$ cat src/rtl/conv_loop_scheduler.sv
// Loop-nest sequencer for one convolution layer on the systolic array.
// Each (o_ch tile, kernel row, kernel col, i_ch tile) step runs weight preload, ifmap stream, drain, next.
module conv_loop_scheduler #(
  parameter int MAC_ROW           = 16,
  parameter int MAC_COL           = 16,
  parameter int OFMAP_CHANNEL_NUM = 64,
  parameter int IFMAP_CHANNEL_NUM = 32,
  parameter int WEIGHT_WIDTH      = 3,
  parameter int WEIGHT_HEIGHT     = 3,
  parameter int OFMAP_WIDTH       = 14,
  parameter int OFMAP_HEIGHT      = 14
) (
  input  logic        clk,
  input  logic        rstn,
  input  logic        start_in,
  input  logic        stall_in,
  output logic        busy_out,
  output logic        done_out,
  output logic        w_load_en_out,
  output logic        ifmap_stream_en_out,
  output logic        drain_out,
  output logic [31:0] o_ch_tile_out,
  output logic [31:0] i_ch_tile_out,
  output logic [31:0] w_w_out,
  output logic [31:0] w_h_out,
  output logic [31:0] phase_count_out,
  output logic        acc_first_out,
  output logic        acc_last_out
);

  localparam logic [31:0] OCT    = 32'(OFMAP_CHANNEL_NUM / MAC_COL);
  localparam logic [31:0] ICT    = 32'(IFMAP_CHANNEL_NUM / MAC_ROW);
  localparam logic [31:0] KW     = 32'(WEIGHT_WIDTH);
  localparam logic [31:0] KH     = 32'(WEIGHT_HEIGHT);
  localparam logic [31:0] NWLOAD = 32'(MAC_COL);
  localparam logic [31:0] NPIX   = 32'(OFMAP_WIDTH * OFMAP_HEIGHT);
  localparam logic [31:0] NDRAIN = 32'(MAC_ROW + MAC_COL - 1);

  if ((OFMAP_CHANNEL_NUM % MAC_COL) != 0) begin : g_bad_och
    $error("OFMAP_CHANNEL_NUM must be a multiple of MAC_COL");
  end
  if ((IFMAP_CHANNEL_NUM % MAC_ROW) != 0) begin : g_bad_ich
    $error("IFMAP_CHANNEL_NUM must be a multiple of MAC_ROW");
  end

  typedef enum logic [2:0] {
    S_IDLE,
    S_WLOAD,
    S_STREAM,
    S_DRAIN,
    S_NEXT,
    S_DONE
  } state_t;

  state_t      r_state;
  logic [31:0] r_o;
  logic [31:0] r_i;
  logic [31:0] r_w;
  logic [31:0] r_h;
  logic [31:0] r_phase;
  logic        r_stall;

  logic w_hold;
  logic w_phase_end;
  logic w_i_last;
  logic w_w_last;
  logic w_h_last;
  logic w_o_last;

  // IDLE ignores stall so a start is never lost
  assign w_hold   = stall_in && (r_state != S_IDLE);
  assign w_i_last = (r_i == ICT - 32'd1);
  assign w_w_last = (r_w == KW - 32'd1);
  assign w_h_last = (r_h == KH - 32'd1);
  assign w_o_last = (r_o == OCT - 32'd1);

  always_comb begin
    w_phase_end = 1'b0;
    case (r_state)
      S_WLOAD:  w_phase_end = (r_phase == NWLOAD - 32'd1);
      S_STREAM: w_phase_end = (r_phase == NPIX - 32'd1);
      S_DRAIN:  w_phase_end = (r_phase == NDRAIN - 32'd1);
      default:  w_phase_end = 1'b0;
    endcase
  end

  always_ff @(posedge clk) begin
    if (!rstn) begin
      r_state <= S_IDLE;
      r_o     <= '0;
      r_i     <= '0;
      r_w     <= '0;
      r_h     <= '0;
      r_phase <= '0;
      r_stall <= 1'b0;
    end else begin
      r_stall <= w_hold;
      if (!w_hold) begin
        case (r_state)
          S_IDLE: begin
            if (start_in) begin
              r_state <= S_WLOAD;
              r_phase <= '0;
            end
          end
          S_WLOAD: begin
            if (w_phase_end) begin
              r_state <= S_STREAM;
              r_phase <= '0;
            end else begin
              r_phase <= r_phase + 32'd1;
            end
          end
          S_STREAM: begin
            if (w_phase_end) begin
              r_state <= S_DRAIN;
              r_phase <= '0;
            end else begin
              r_phase <= r_phase + 32'd1;
            end
          end
          S_DRAIN: begin
            if (w_phase_end) begin
              r_state <= S_NEXT;
              r_phase <= '0;
            end else begin
              r_phase <= r_phase + 32'd1;
            end
          end
          S_NEXT: begin
            r_phase <= '0;
            if (w_i_last && w_w_last && w_h_last && w_o_last) begin
              r_state <= S_DONE;
              r_o     <= '0;
              r_i     <= '0;
              r_w     <= '0;
              r_h     <= '0;
            end else begin
              // innermost first: i_ch tile, kernel col, kernel row, o_ch tile
              r_state <= S_WLOAD;
              r_i     <= w_i_last ? '0 : r_i + 32'd1;
              if (w_i_last) begin
                r_w <= w_w_last ? '0 : r_w + 32'd1;
                if (w_w_last) begin
                  r_h <= w_h_last ? '0 : r_h + 32'd1;
                  if (w_h_last) begin
                    r_o <= r_o + 32'd1;
                  end
                end
              end
            end
          end
          S_DONE: begin
            r_state <= S_IDLE;
            r_o     <= '0;
            r_i     <= '0;
            r_w     <= '0;
            r_h     <= '0;
            r_phase <= '0;
          end
          default: r_state <= S_IDLE;
        endcase
      end
    end
  end

  // r_stall gates the enables in the frozen cycles without an input-to-output path
  assign busy_out            = (r_state != S_IDLE) && (r_state != S_DONE);
  assign done_out            = (r_state == S_DONE);
  assign w_load_en_out       = (r_state == S_WLOAD)  && !r_stall;
  assign ifmap_stream_en_out = (r_state == S_STREAM) && !r_stall;
  assign drain_out           = (r_state == S_DRAIN)  && !r_stall;
  assign o_ch_tile_out       = r_o;
  assign i_ch_tile_out       = r_i;
  assign w_w_out             = r_w;
  assign w_h_out             = r_h;
  assign phase_count_out     = r_phase;
  assign acc_first_out       = (r_state == S_STREAM) && (r_i == '0) && (r_w == '0) && (r_h == '0);
  assign acc_last_out        = (r_state == S_STREAM) && w_i_last && w_w_last && w_h_last;

endmodule
$ cat config.mk
export PLATFORM = sky130hd
export DESIGN_NAME = conv_loop_scheduler
export DESIGN_NICKNAME = d
export VERILOG_FILES = /design/src/rtl/conv_loop_scheduler.sv
export SDC_FILE = /design/constraint.sdc
export NUM_CORES = 1
export LEC_CHECK = 0
export ABC_CLOCK_PERIOD_IN_PS = 7710
export CORE_MARGIN = 1
export CORE_UTILIZATION = 25
export DETAILED_ROUTE_END_ITERATION = 7
export PLACE_DENSITY = 0.47
export RECOVER_POWER = 100
export SETUP_SLACK_MARGIN = 0.05
export SLEW_MARGIN = 30
export SYNTH_ARGS = -nofsm -noshare
export SYNTH_HDL_FRONTEND = slang
export SYNTH_SLANG_ARGS = --single-unit
$ cat constraint.sdc
create_clock -name clk -period 7.71 [get_ports clk]
set_input_delay 1.542 -clock clk [delete_from_list [all_inputs] [get_ports clk]]
set_output_delay 1.542 -clock clk [all_outputs]
set_load 0.02 [all_outputs]
**Word-level counts from Yosys, hierarchy flattened**

Index checks and enable logic that the tools add are counted.

- Add/sub/neg operators: 5
- Eq/ne operators: 20
- Multiplexer cells: 27
- Bitwise operators: 1
- Reduce and logical (&&, ||, !) cells: 30

Operators with widths:

| operator | number |
|---|---|
| 2-to-1 mux 32 bit | 15 |
| case mux 32 bit (2 select lines) | 4 |
| adder 32 x 1 -> 32 bit (second input constant) | 5 |
| equality test 32 x 2 -> 1 bit (second input constant) | 3 |
| zero test 32 bit | 3 |
| case mux 32 bit (3 select lines) | 1 |
| equality test 32 x 1 -> 1 bit (second input constant) | 1 |
| equality test 32 x 4 -> 1 bit (second input constant) | 1 |
| equality test 32 x 5 -> 1 bit (second input constant) | 1 |
| equality test 32 x 8 -> 1 bit (second input constant) | 1 |
| 2-to-1 mux 3 bit | 5 |
| case mux 3 bit (5 select lines) | 1 |
| logical AND 1 bit | 14 |
| inequality test 3 bit (second input constant) | 4 |
| AND reduction 5 bit | 2 |
| inequality test 2 bit (second input constant) | 4 |
| equality test 3 x 2 -> 1 bit (second input constant) | 2 |
| equality test 3 bit (second input constant) | 2 |
| AND reduction 3 bit | 2 |
| nonzero test 3 bit | 2 |
| AND reduction 4 bit | 1 |
| equality test 3 x 1 -> 1 bit (second input constant) | 1 |
| zero test 3 bit | 1 |
| case mux 1 bit (3 select lines) | 1 |
| 6 further kinds | 6 |

- Register bits: 164
- Input bits: 4
- Output and inout port bits: 167
- Word-level logic and storage cells: 90

**Depth between registers and ports, before layout**

Gate-level depths: netlist of the first run.

- Word-level depth: 6
- Depth in mapped cells: 11

**Worst setup path after synthesis of the first run**

No wires, ideal clock.

- Kind: input -> register
- Start point: in stall_in
- End point: reg r_i[21] (netlist: i_ch_tile_out[21])
- Setup time: 0.128 ns
- Arrival time: 3.375 ns
- Required time: 7.582 ns
- Path slack: 4.207 ns
- Cell stages on the path: 7
- Cell sequence: or3b_2 -> clkbuf_1 -> nor3_1 -> nor3b_2 -> and3_1 -> xnor2_1 -> nor2_1

- Longest elaborated chain between the ends: 3

Ends and longest elaborated chain:

| element | line | source |
|---|---|---|
| start, declared | 16 | `input logic stall_in,` |
| logical AND 1 bit | 71 | `assign w_hold = stall_in && (r_state != S_IDLE);` |
| NOT 1 bit (no line) | - |  |
| AND reduction 2 bit (no line) | - |  |
| end signal, assigned | 141 | `r_i <= w_i_last ? '0 : r_i + 32'd1;` |
| end, declared | 57 | `logic [31:0] r_i;` |

No other way between the ends.
A chain may end at the register's enable or synchronous reset.

**Worst setup path after layout of the first run**

- Start point: in stall_in
- End point: reg r_w[7] (netlist: w_w_out[7])

- Longest elaborated chain between the ends: 3

Ends and longest elaborated chain:

| element | line | source |
|---|---|---|
| logical AND 1 bit | 71 |  |
| NOT 1 bit (no line) | - |  |
| AND reduction 3 bit (no line) | - |  |
| end signal, assigned | 143 | `r_w <= w_w_last ? '0 : r_w + 32'd1;` |
| end, declared | 58 | `logic [31:0] r_w;` |

No other way between the ends.

==> run_results.csv, run 1 <==
group,metric,value,unit
timing,max_clock_freq,201,MHz
synthesis,synth_nets,1091,
outcome,violations,"capacitance limit, slew limit",
power_and_ir_drop,ir_worst_vdd,0.000148,V
worst_hold_path,beginning_of_the_worst_hold_path,"phase_count_out[19]",
job,drv.max_cap_violation_count,2,
die,start_util,0.254,
timing,fin_crit_sh,0.646,
timing,final.setup_skew,0.0177,ns
timing,report.final.slew_viol_count,75,
grt,first_global_vias,7930,
synthesis,most_area_consuming_cells_after_synthesis,"dfxtp_1 37%, xnor2_1 8.9%, nor2_1 5.9%",
worst_setup_path,cp_data_required_time,7.98,ns
placed_design,placedCellCount,1648,
clock_network,cts-resized-gates,0,
worst_setup_path,critPathCaptureType,"flop",
synthesis,synth_top_flop_cell,"dfxtp_1",
detailed_routing,drtIter0Drc,409,
worst_setup_path,critPathMaxFanout,32,
die,ios,171,
synthesis,syn_avg_cell_area,8.17,um2
synthesis,yosys_warnings,0,
final_layout,layoutNonFillerInstCount,1680,
placed_design,placed_wire_length_estimate_after_detailed_placement,19600,um
clock_network,reg_clk_slew_reported_paths,0.07,ns
synthesis,ys_ff_latch,164,
die,chipHeight,189,um
worst_setup_path,path_cells,"dlygate4sd3_1 > nor3b_1 > clkbuf_1 > nand3_1 > nand2_1 > nor2_1",
die,fp.dieArea,0.0359,mm2
synthesis,ys_async_sr_fraction,0,
placed_design,buffer_ports.inserted,170,
worst_setup_path,worst_r2r_endpoint,"w_h_out[9]",
final_layout,area_growth_syn_to_layout,30.4,%
synthesis,largest_area_contributor_in_the_synthesized_netlist,"dfxtp_1",
detailed_routing,post_drt_wl_per_cell,17.0,um
outcome,run_status,"finished, violations left",
worst_setup_path,critical_path.startpoint_type,"primary input",
power_and_ir_drop,pwr_density_cell,163,mW/mm2
power_and_ir_drop,total_leakage_power,0.00414,uW
synthesis,netlist-cell-type-count,56,
final_layout,drive_gt1_frac,0.0441,
detailed_routing,drc_violation_count_after_routing,0,
grt,initial_antenna_violation_count,0,
worst_setup_path,critical_path_depth,6,
worst_setup_path,cp.buffers_inverters,2,
worst_hold_path,min-delay-path-class,"flop to flop",
timing,timing.max_slew.rel_slack,-0.413,
final_layout,antenna_cells,0,
grt,global_route.overflow_total,0,
clock_network,clk_root_buffer_cell,"clkbuf_16",
worst_setup_path,r2r_start,"w_h_out[1]",
detailed_routing,route.vias.total,8498,
clock_network,post_cts_buffers,0,
final_layout,design_area,0.0115,mm2
worst_setup_path,timing.critical_path.to,"w_w_out[7]",
detailed_routing,firstDrtPassIters,5,
final_layout,seq_area,0.00328,mm2
timing,tns,0,ns
synthesis,synth_common_cells,"164 x dfxtp_1, 139 x nor2_1, 89 x xnor2_1, 80 x nand4_1, 70 x nand3_1",
worst_setup_path,path_delay_family,"buffers and inverters",
timing,tightest_slew,2.12,ns
timing,setup_viol,0,
synthesis,synthesis.instances,1076,
worst_setup_path,critical_path_s_largest_stage_delay,1.27,ns
synthesis,ys_seq_area_frac,0.374,
worst_setup_path,critPathKind,"primary input to flop",
power_and_ir_drop,finalPower,1860,uW
detailed_routing,postRouteAntennaNets,0,
placed_design,placed_area,0.0109,mm2
synthesis,synth_enable_flop_cells,0,
final_layout,fillers,3675,
final_layout,fin_nets,1227,
worst_setup_path,critPathArrivalTime,5.26,ns
worst_setup_path,timing.reg2reg.setup_slack,3.59,ns
grt,grt_util_all_layers,0.159,
timing,grt_setup_unrepaired,"false",
timing,number_of_hold_violations_in_the_final_report,0,
worst_setup_path,cp_slowest_cell,"clkbuf_1",
worst_setup_path,crit_path_start,"stall_in",
clock_network,max_root_sink_buffers,2,
synthesis,synthesis.area,0.00879,mm2
clock_network,cts_num_sinks,164,
die,coreArea,0.0345,mm2
clock_network,cts_htree_levels,4,
clock_network,clk-insertion-delay-late,0.44,ns
grt,grt_max_degree,77,
detailed_routing,drt-vias-per-instance,5.06,
final_layout,finalCoreUtilization,0.332,
timing,period_minus_slack,4.98,ns
detailed_routing,routed_wl,28600,um
synthesis,yosysTopAreaCellShare,0.374,
placed_design,place.gp.congestion,0.765,
worst_setup_path,timing.reg2reg.worst_path_depth,8,
final_layout,multi_input_area,0.00512,mm2
synthesis,post-synth-top-count-cell,"dfxtp_1",
grt,grt_first_pass_wirelength,45900,um
clock_network,cts_buffers,17,
die,die_x,189,um
clock_network,postCtsHoldBufs,0,
die,placementRows,68,
clock_network,tritoncts_clock_tree,"yes",
==> report_power, final <==
group	total [uW]	internal, uW	switching (uW)
sequential	854	849	5.29
clock	933	525	409
combinational	75.9	16.4	59.5
total	1860	1390	473
==> through the flow <==
| step | worst slack [ns] | hold WS (ns) |
|---|---|---|
| after global placement | 3.03 | 0.514 |
| after detailed placement | 2.98 | 0.531 |
| final | 2.73 | 0.534 |
| after global routing | 2.37 | 0.576 |
| after CTS | 3.04 | 0.542 |
| after floorplan | 4.21 | 0.565 |
==> cells in the final DEF (no fill, tap or decap), drive strengths merged, types with 9 or more instances in the layout <==
| cell type | instances |
|---|---|
| dlygate4sd3 | 169 |
| dfxtp | 164 |
| nor2 | 139 |
| xnor2 | 89 |
| nand4 | 80 |
| nand3 | 70 |
| nor4 | 68 |
| nand2 | 64 |
| nor3 | 64 |
| xor2 | 50 |
| and3 | 33 |
| inv | 30 |
| a211oi | 21 |
| and4 | 20 |
| clkbuf | 20 |
| a21oi | 17 |
| a2111oi | 13 |
| o21ai | 12 |
| and2 | 11 |
| ha | 11 |
| buf | 9 |
==> registers in the layout, indices dropped and copies added, names as in the netlist <==
name,cells
o_ch_tile_out,32
w_w_out,32
w_h_out,32
r_stall,1
r_state,3
phase_count_out,32
i_ch_tile_out,32
==> worst min-delay path by stage <==
| stage | cells after the start | slack (ns) | endpoint |
|---|---|---|---|
| 2_1_floorplan | 2 | 0.57 | phase_count_out[19] |
| 6_report | 2 | 0.53 | phase_count_out[19] |
| 3_3_place_gp | 2 | 0.51 | phase_count_out[19] |
| 4_1_cts | 2 | 0.54 | phase_count_out[19] |
| 5_1_grt | 2 | 0.58 | w_h_out[25] |
| 3_5_place_dp | 2 | 0.53 | phase_count_out[19] |
==> tightest hold or removal path: stages, from the launching register on <==
cell     delay (ns)
dfxtp_1        0.36
nand2_1        0.08
a21oi_1        0.05
==> cell type report <==
cell class | count | area share
Multi-Input combinational cell | 825 | 0.447
Sequential cell | 164 | 0.286
Timing Repair Buffer | 181 | 0.155
Tap cell | 455 | 0.0497
Clock buffer | 18 | 0.0374
Clock inverter | 14 | 0.0168
Inverter | 23 | 0.00753
==> logic make-up after synthesis <==
group           synth area share
compound gates            0.0712
xor+xnor                   0.139
fa+ha+maj                 0.0157
buf+inv                   0.0414
flops                      0.374
mux                      0.00470
simple gates               0.355
==> layer usage <==
layer	GRT usage	up-vias	routed length, um	share of wire
li1	-	4203	-	-
met1	0.227	4081	14000	0.49
met2	0.248	192	13200	0.46
met3	0.0215	22	1050	0.037
met4	0.0444	0	365	0.013
met5	0	-	0	0
Power figures use the tool's default switching activity.
==> run 2, diff against run 1 <==
--- a/config.mk
+++ b/config.mk
@@ -5,7 +5,7 @@
 export SDC_FILE = /design/constraint.sdc
 export NUM_CORES = 1
 export LEC_CHECK = 0
-export ABC_CLOCK_PERIOD_IN_PS = 7710
+export ABC_CLOCK_PERIOD_IN_PS = 4750
 export CORE_MARGIN = 1
 export CORE_UTILIZATION = 25
 export DETAILED_ROUTE_END_ITERATION = 7
==> constraint.sdc (replaced) <==
create_clock -name clk -period 4.75 [get_ports clk]
set_input_delay 0.95 -clock clk [delete_from_list [all_inputs] [get_ports clk]]
set_output_delay 0.95 -clock clk [all_outputs]
set_load 0.02 [all_outputs]
==> run 2 against run 1 <==
  * The run still ends with capacitance limit, slew limit left
  * Core utilization is 0.098 points higher
  * Via count fell by 0.18%
  * Sequential power grew 63%
  * Global-route usage increased by 0.30 points
  * Critical endpoint is now w_h_out[14]
==> run_results.csv, run 2 (synthesis gave the netlist of run 1 again) <==
group,metric,value,unit
final_layout,multi_input_area,0.00512,mm2
die,start_util,0.254,
worst_setup_path,critPathMaxFanout,8,
detailed_routing,postRouteAntennaNets,0,
worst_setup_path,path_common_cell,"nand4_1",
clock_network,post_cts_buffers,0,
final_layout,antenna_cells,0,
power_and_ir_drop,pwr_density_cell,262,mW/mm2
grt,initial_antenna_violation_count,0,
timing,tns,0,ns
worst_setup_path,cp_data_required_time,5.10,ns
placed_design,placed_wire_length_estimate_after_detailed_placement,20000,um
timing,timing.max_slew.rel_slack,-0.269,
timing,report.final.slew_viol_count,9,
final_layout,drive_gt1_frac,0.0479,
final_layout,fillers,3669,
worst_hold_path,min-delay-path-class,"flop to flop",
worst_setup_path,timing.critical_path.to,"w_h_out[14]",
timing,grt_setup_unrepaired,"false",
worst_setup_path,critical_path_depth,6,
worst_setup_path,critPathCaptureType,"flop",
grt,first_global_vias,8021,
detailed_routing,route.vias.total,8483,
worst_hold_path,beginning_of_the_worst_hold_path,"i_ch_tile_out[1]",
worst_setup_path,critPathKind,"flop to flop",
worst_setup_path,r2r_start,"i_ch_tile_out[23]",
grt,grt_max_degree,77,
timing,final.setup_skew,0.0136,ns
worst_setup_path,path_cells,"nor4_1 > nand4_1 > o41ai_1 > nand4_1 > or3_1 > a21oi_1",
clock_network,clk_root_buffer_cell,"clkbuf_16",
worst_setup_path,crit_path_start,"i_ch_tile_out[23]",
timing,setup_viol,0,
clock_network,cts-resized-gates,0,
worst_setup_path,timing.reg2reg.setup_slack,0.63,ns
timing,period_minus_slack,4.12,ns
timing,least_setup_slack_across_all_paths_after_layout,0.633,ns
final_layout,area_growth_syn_to_layout,30.8,%
placed_design,place.gp.congestion,0.754,
clock_network,cts_htree_levels,4,
grt,grt_util_all_layers,0.162,
clock_network,max_root_sink_buffers,2,
detailed_routing,post_drt_wl_per_cell,17.3,um
final_layout,layoutNonFillerInstCount,1687,
die,placementRows,68,
final_layout,final_common_cell,"dlygate4sd3_1",
job,drv.max_cap_violation_count,1,
power_and_ir_drop,total_leakage_power,0.00416,uW
detailed_routing,routed_wl,29100,um
grt,grt_first_pass_wirelength,46400,um
die,ios,171,
detailed_routing,drt-vias-per-instance,5.03,
worst_setup_path,timing.reg2reg.worst_path_depth,6,
worst_setup_path,cp.buffers_inverters,0,
timing,max_clock_freq,243,MHz
outcome,run_status,"finished, violations left",
clock_network,clk-insertion-delay-late,0.44,ns
clock_network,tritoncts_clock_tree,"yes",
clock_network,cts_buffers,17,
timing,tightest_slew,1.88,ns
timing,number_of_hold_violations_in_the_final_report,0,
worst_setup_path,path_delay_family,"simple AND/OR/NAND/NOR gates",
clock_network,reg_clk_slew_reported_paths,0.07,ns
grt,global_route.overflow_total,0,
final_layout,layout.cells.most_common_list,"169 x dlygate4sd3_1, 164 x dfxtp_1, 139 x nor2_1, 89 x xnor2_1, 80 x nand4_1",
outcome,violations,"capacitance limit, slew limit",
die,chipHeight,189,um
die,coreArea,0.0345,mm2
worst_setup_path,cp_slowest_cell,"o41ai_1",
worst_setup_path,critical_path.startpoint_type,"flop",
die,die_x,189,um
placed_design,buffer_ports.inserted,170,
power_and_ir_drop,ir_worst_vdd,0.000258,V
detailed_routing,drc_violation_count_after_routing,0,
placed_design,post-place-ws,0.985,ns
placed_design,placedCellCount,1655,
worst_setup_path,worst_r2r_endpoint,"w_h_out[14]",
clock_network,cts_num_sinks,164,
timing,fin_crit_sh,0.867,
final_layout,fin_nets,1234,
clock_network,postCtsHoldBufs,0,
worst_setup_path,critPathArrivalTime,4.46,ns
worst_setup_path,critical_path_s_largest_stage_delay,1.64,ns
final_layout,seq_area,0.00328,mm2
detailed_routing,drtIter0Drc,361,
detailed_routing,firstDrtPassIters,5,
die,fp.dieArea,0.0359,mm2
-- run 2: how the worst min path moves through the flow --
stage | slack (ns) | to | cells past startpoint
global placement | 0.51 | phase_count_out[19] | 2
detailed placement | 0.52 | phase_count_out[19] | 2
finish | 0.53 | i_ch_tile_out[1] | 2
CTS | 0.53 | phase_count_out[19] | 2
floorplan | 0.57 | phase_count_out[19] | 2
global route | 0.56 | phase_count_out[19] | 2
-- run 2: where the power goes --
group | internal [uW] | switching [uW] | total, uW
sequential | 1380 | 9.10 | 1390
clock | 883 | 609 | 1490
combinational | 27.3 | 100 | 127
total | 2290 | 718 | 3010
-- run 2: per-stage QoR --
stage          hold slack (ns)  power, uW  utilization  cell area [um2]
4_1_cts                  0.532       3060        0.334            11500
6_report                 0.528       3010        0.333            11500
5_1_grt                  0.564       3120        0.333            11500
2_1_floorplan            0.565       1510            -             8790
3_5_place_dp             0.522       1560        0.316            10900
3_3_place_gp             0.511       1550        0.316            10900
-- run 2: cell type report --
| type | instances | share of cell area |
|---|---|---|
| inverters | 23 | 0.00751 |
| clock buffers | 20 | 0.0380 |
| repair buffers | 188 | 0.158 |
| multi-input cells | 825 | 0.446 |
| well taps | 455 | 0.0495 |
| flip-flops and latches | 164 | 0.286 |
| clock inverters | 12 | 0.0157 |
-- run 2: worst reg2reg max path, cell delays in order (launching register included) --
cell	delay, ns
dfxtp_1	0.37
nor4_1	0.35
nand4_1	0.29
o41ai_1	1.64
nand4_1	0.70
or3_1	0.53
a21oi_1	0.15
-- run 2: routing by layer --
layer  GRT usage  vias up  share of wire
li1            -     4207              -
met4      0.0437        0          0.012
met3      0.0330       23          0.040
met2       0.254      179           0.45
met5           0        -              0
met1       0.223     4074           0.50
==> run 3, diff against run 2 <==
--- a/config.mk
+++ b/config.mk
@@ -7,9 +7,10 @@
 export LEC_CHECK = 0
 export ABC_CLOCK_PERIOD_IN_PS = 4750
 export CORE_MARGIN = 1
-export CORE_UTILIZATION = 25
+export CORE_UTILIZATION = 40
+export CTS_CLUSTER_DIAMETER = 50
 export DETAILED_ROUTE_END_ITERATION = 7
-export PLACE_DENSITY = 0.47
+export PLACE_DENSITY = 0.67
 export RECOVER_POWER = 100
 export SETUP_SLACK_MARGIN = 0.05
 export SLEW_MARGIN = 30
==> run 3 against run 2 <==
  * The run now ends clean
  * Core utilization up 19 points
  * Total power down 3.2%
  * Global-route usage up 5.8 points
  * Largest power group unchanged
==> run_results.csv, run 3 (synthesis gave the netlist of run 1 again) <==
group,metric,value,unit
timing,setup_viol,0,
worst_hold_path,min-delay-path-class,"flop to flop",
die,ios,171,
timing,final.setup_skew,0.0108,ns
detailed_routing,route.vias.total,8671,
worst_setup_path,critical_path_s_largest_stage_delay,0.95,ns
detailed_routing,postRouteAntennaNets,0,
timing,period_minus_slack,4.14,ns
power_and_ir_drop,ir_worst_vdd,0.000196,V
outcome,run_status,"finished, final reports clean",
job,drv.max_cap_violation_count,0,
clock_network,cts-resized-gates,0,
worst_setup_path,path_cells,"dlygate4sd3_1 > or3b_1 > a211oi_4 > buf_4 > nand2b_1 > clkbuf_1 > nor2_1",
timing,report.final.slew_viol_count,0,
detailed_routing,drc_violation_count_after_routing,0,
final_layout,layoutNonFillerInstCount,1504,
timing,fin_crit_sh,0.872,
detailed_routing,drt-vias-per-instance,5.77,
grt,grt_first_pass_wirelength,40000,um
worst_setup_path,critical_path.startpoint_type,"primary input",
worst_setup_path,critPathMaxFanout,32,
grt,grt_max_degree,48,
placed_design,placedCellCount,1472,
final_layout,area_growth_syn_to_layout,27.8,%
die,fp.dieArea,0.0226,mm2
worst_setup_path,critPathArrivalTime,4.40,ns
final_layout,antenna_cells,0,
worst_setup_path,path_delay_family,"buffers and inverters",
clock_network,post_cts_buffers,0,
detailed_routing,routed_wl,24700,um
worst_setup_path,cp_slowest_cell,"clkbuf_1",
clock_network,postCtsHoldBufs,0,
die,start_util,0.413,
power_and_ir_drop,pwr_density_cell,259,mW/mm2
final_layout,fin_nets,1231,
clock_network,cts_num_sinks,164,
worst_setup_path,critPathCaptureType,"flop",
final_layout,final_common_cell,"dlygate4sd3_1",
grt,global_route.overflow_total,0,
clock_network,reg_clk_slew_reported_paths,0.06,ns
grt,grt_util_all_layers,0.220,
grt,initial_antenna_violation_count,0,
timing,tns,0,ns
clock_network,clk-insertion-delay-late,0.43,ns
die,chipHeight,150,um
timing,number_of_hold_violations_in_the_final_report,0,
clock_network,clk_root_buffer_cell,"clkbuf_16",
timing,grt_setup_unrepaired,"false",
worst_setup_path,cp.buffers_inverters,3,
worst_setup_path,timing.reg2reg.setup_slack,0.75,ns
placed_design,buffer_ports.inserted,170,
worst_setup_path,critPathKind,"primary input to flop",
placed_design,placed_wire_length_estimate_after_detailed_placement,16900,um
worst_setup_path,cp_data_required_time,5.01,ns
timing,timing.max_slew.rel_slack,0.0366,
detailed_routing,firstDrtPassIters,5,
grt,first_global_vias,7610,
clock_network,cts_buffers,17,
clock_network,tritoncts_clock_tree,"yes",
die,die_x,150,um
die,coreArea,0.0213,mm2
clock_network,cts_htree_levels,4,
die,placementRows,53,
final_layout,drive_gt1_frac,0.0439,
detailed_routing,post_drt_wl_per_cell,16.4,um
detailed_routing,drtIter0Drc,666,
timing,max_clock_freq,242,MHz
final_layout,layout.cells.most_common_list,"169 x dlygate4sd3_1, 164 x dfxtp_1, 139 x nor2_1, 89 x xnor2_1, 80 x nand4_1",
timing,tightest_slew,1.44,ns
power_and_ir_drop,total_leakage_power,0.00413,uW
clock_network,max_root_sink_buffers,2,
placed_design,place.gp.congestion,0.847,
## run 3: changes by cell type in the layout (fill, tap and decap cells not counted), sizes merged
| cell | delta |
|---|---|
| clkbuf | -3 |
| buf | -3 |
| clkinvlp | +1 |
| inv | +6 |
| bufinv | -2 |
| clkinv | -2 |
## run 3: layout make-up
| class | instances | area (um2) |
|---|---|---|
| clock buffer | 17 | 425 |
| timing repair buffer | 185 | 1790 |
| multi-input combinational | 825 | 5130 |
| tap | 275 | 344 |
| clock inverter | 15 | 166 |
| fill | 2003 | 10100 |
| sequential | 164 | 3280 |
| inverter | 23 | 86.3 |
## run 3: tightest hold or removal path: stages, from the launching register on
cell,delay (ns)
dfxtp_1,0.37
nand2_1,0.08
a21oi_1,0.05
## run 3: worst paths after layout
| check | startpoint | endpoint | depth (start not counted) |
|---|---|---|---|
| worst min register to register | phase_count_out[19] | phase_count_out[19] | 2 |
| worst max register to register | i_ch_tile_out[23] | w_h_out[15] | 8 |
| worst min-delay path | phase_count_out[19] | phase_count_out[19] | 2 |
| worst max-delay path | stall_in | w_h_out[15] | 7 |
## run 3: power by group
part	switching [uW]	internal, uW
registers	9.12	1380
clock network	615	787
logic	92.5	27.4
total	717	2190
## run 3: layer usage
| metal | wire length (um) | up-vias | global-route usage | part of all wire |
|---|---|---|---|---|
| met5 | 0 | - | 0 | 0 |
| met4 | 278 | 0 | 0.0732 | 0.011 |
| met3 | 1500 | 24 | 0.0348 | 0.061 |
| met2 | 11000 | 309 | 0.331 | 0.45 |
| met1 | 11900 | 4136 | 0.317 | 0.48 |
| li1 | - | 4202 | - | - |
## run 3: per-stage QoR
stage	power, uW	utilization	hold slack, ns	setup slack [ns]	instance area (um2)
2_1_floorplan	1510	-	0.565	1.84	8790
3_3_place_gp	1540	0.501	0.513	1.12	10700
3_5_place_dp	1540	0.502	0.536	1.07	10700
4_1_cts	2940	0.530	0.547	0.914	11300
5_1_grt	3000	0.528	0.550	0.365	11200
6_report	2910	0.528	0.546	0.610	11200
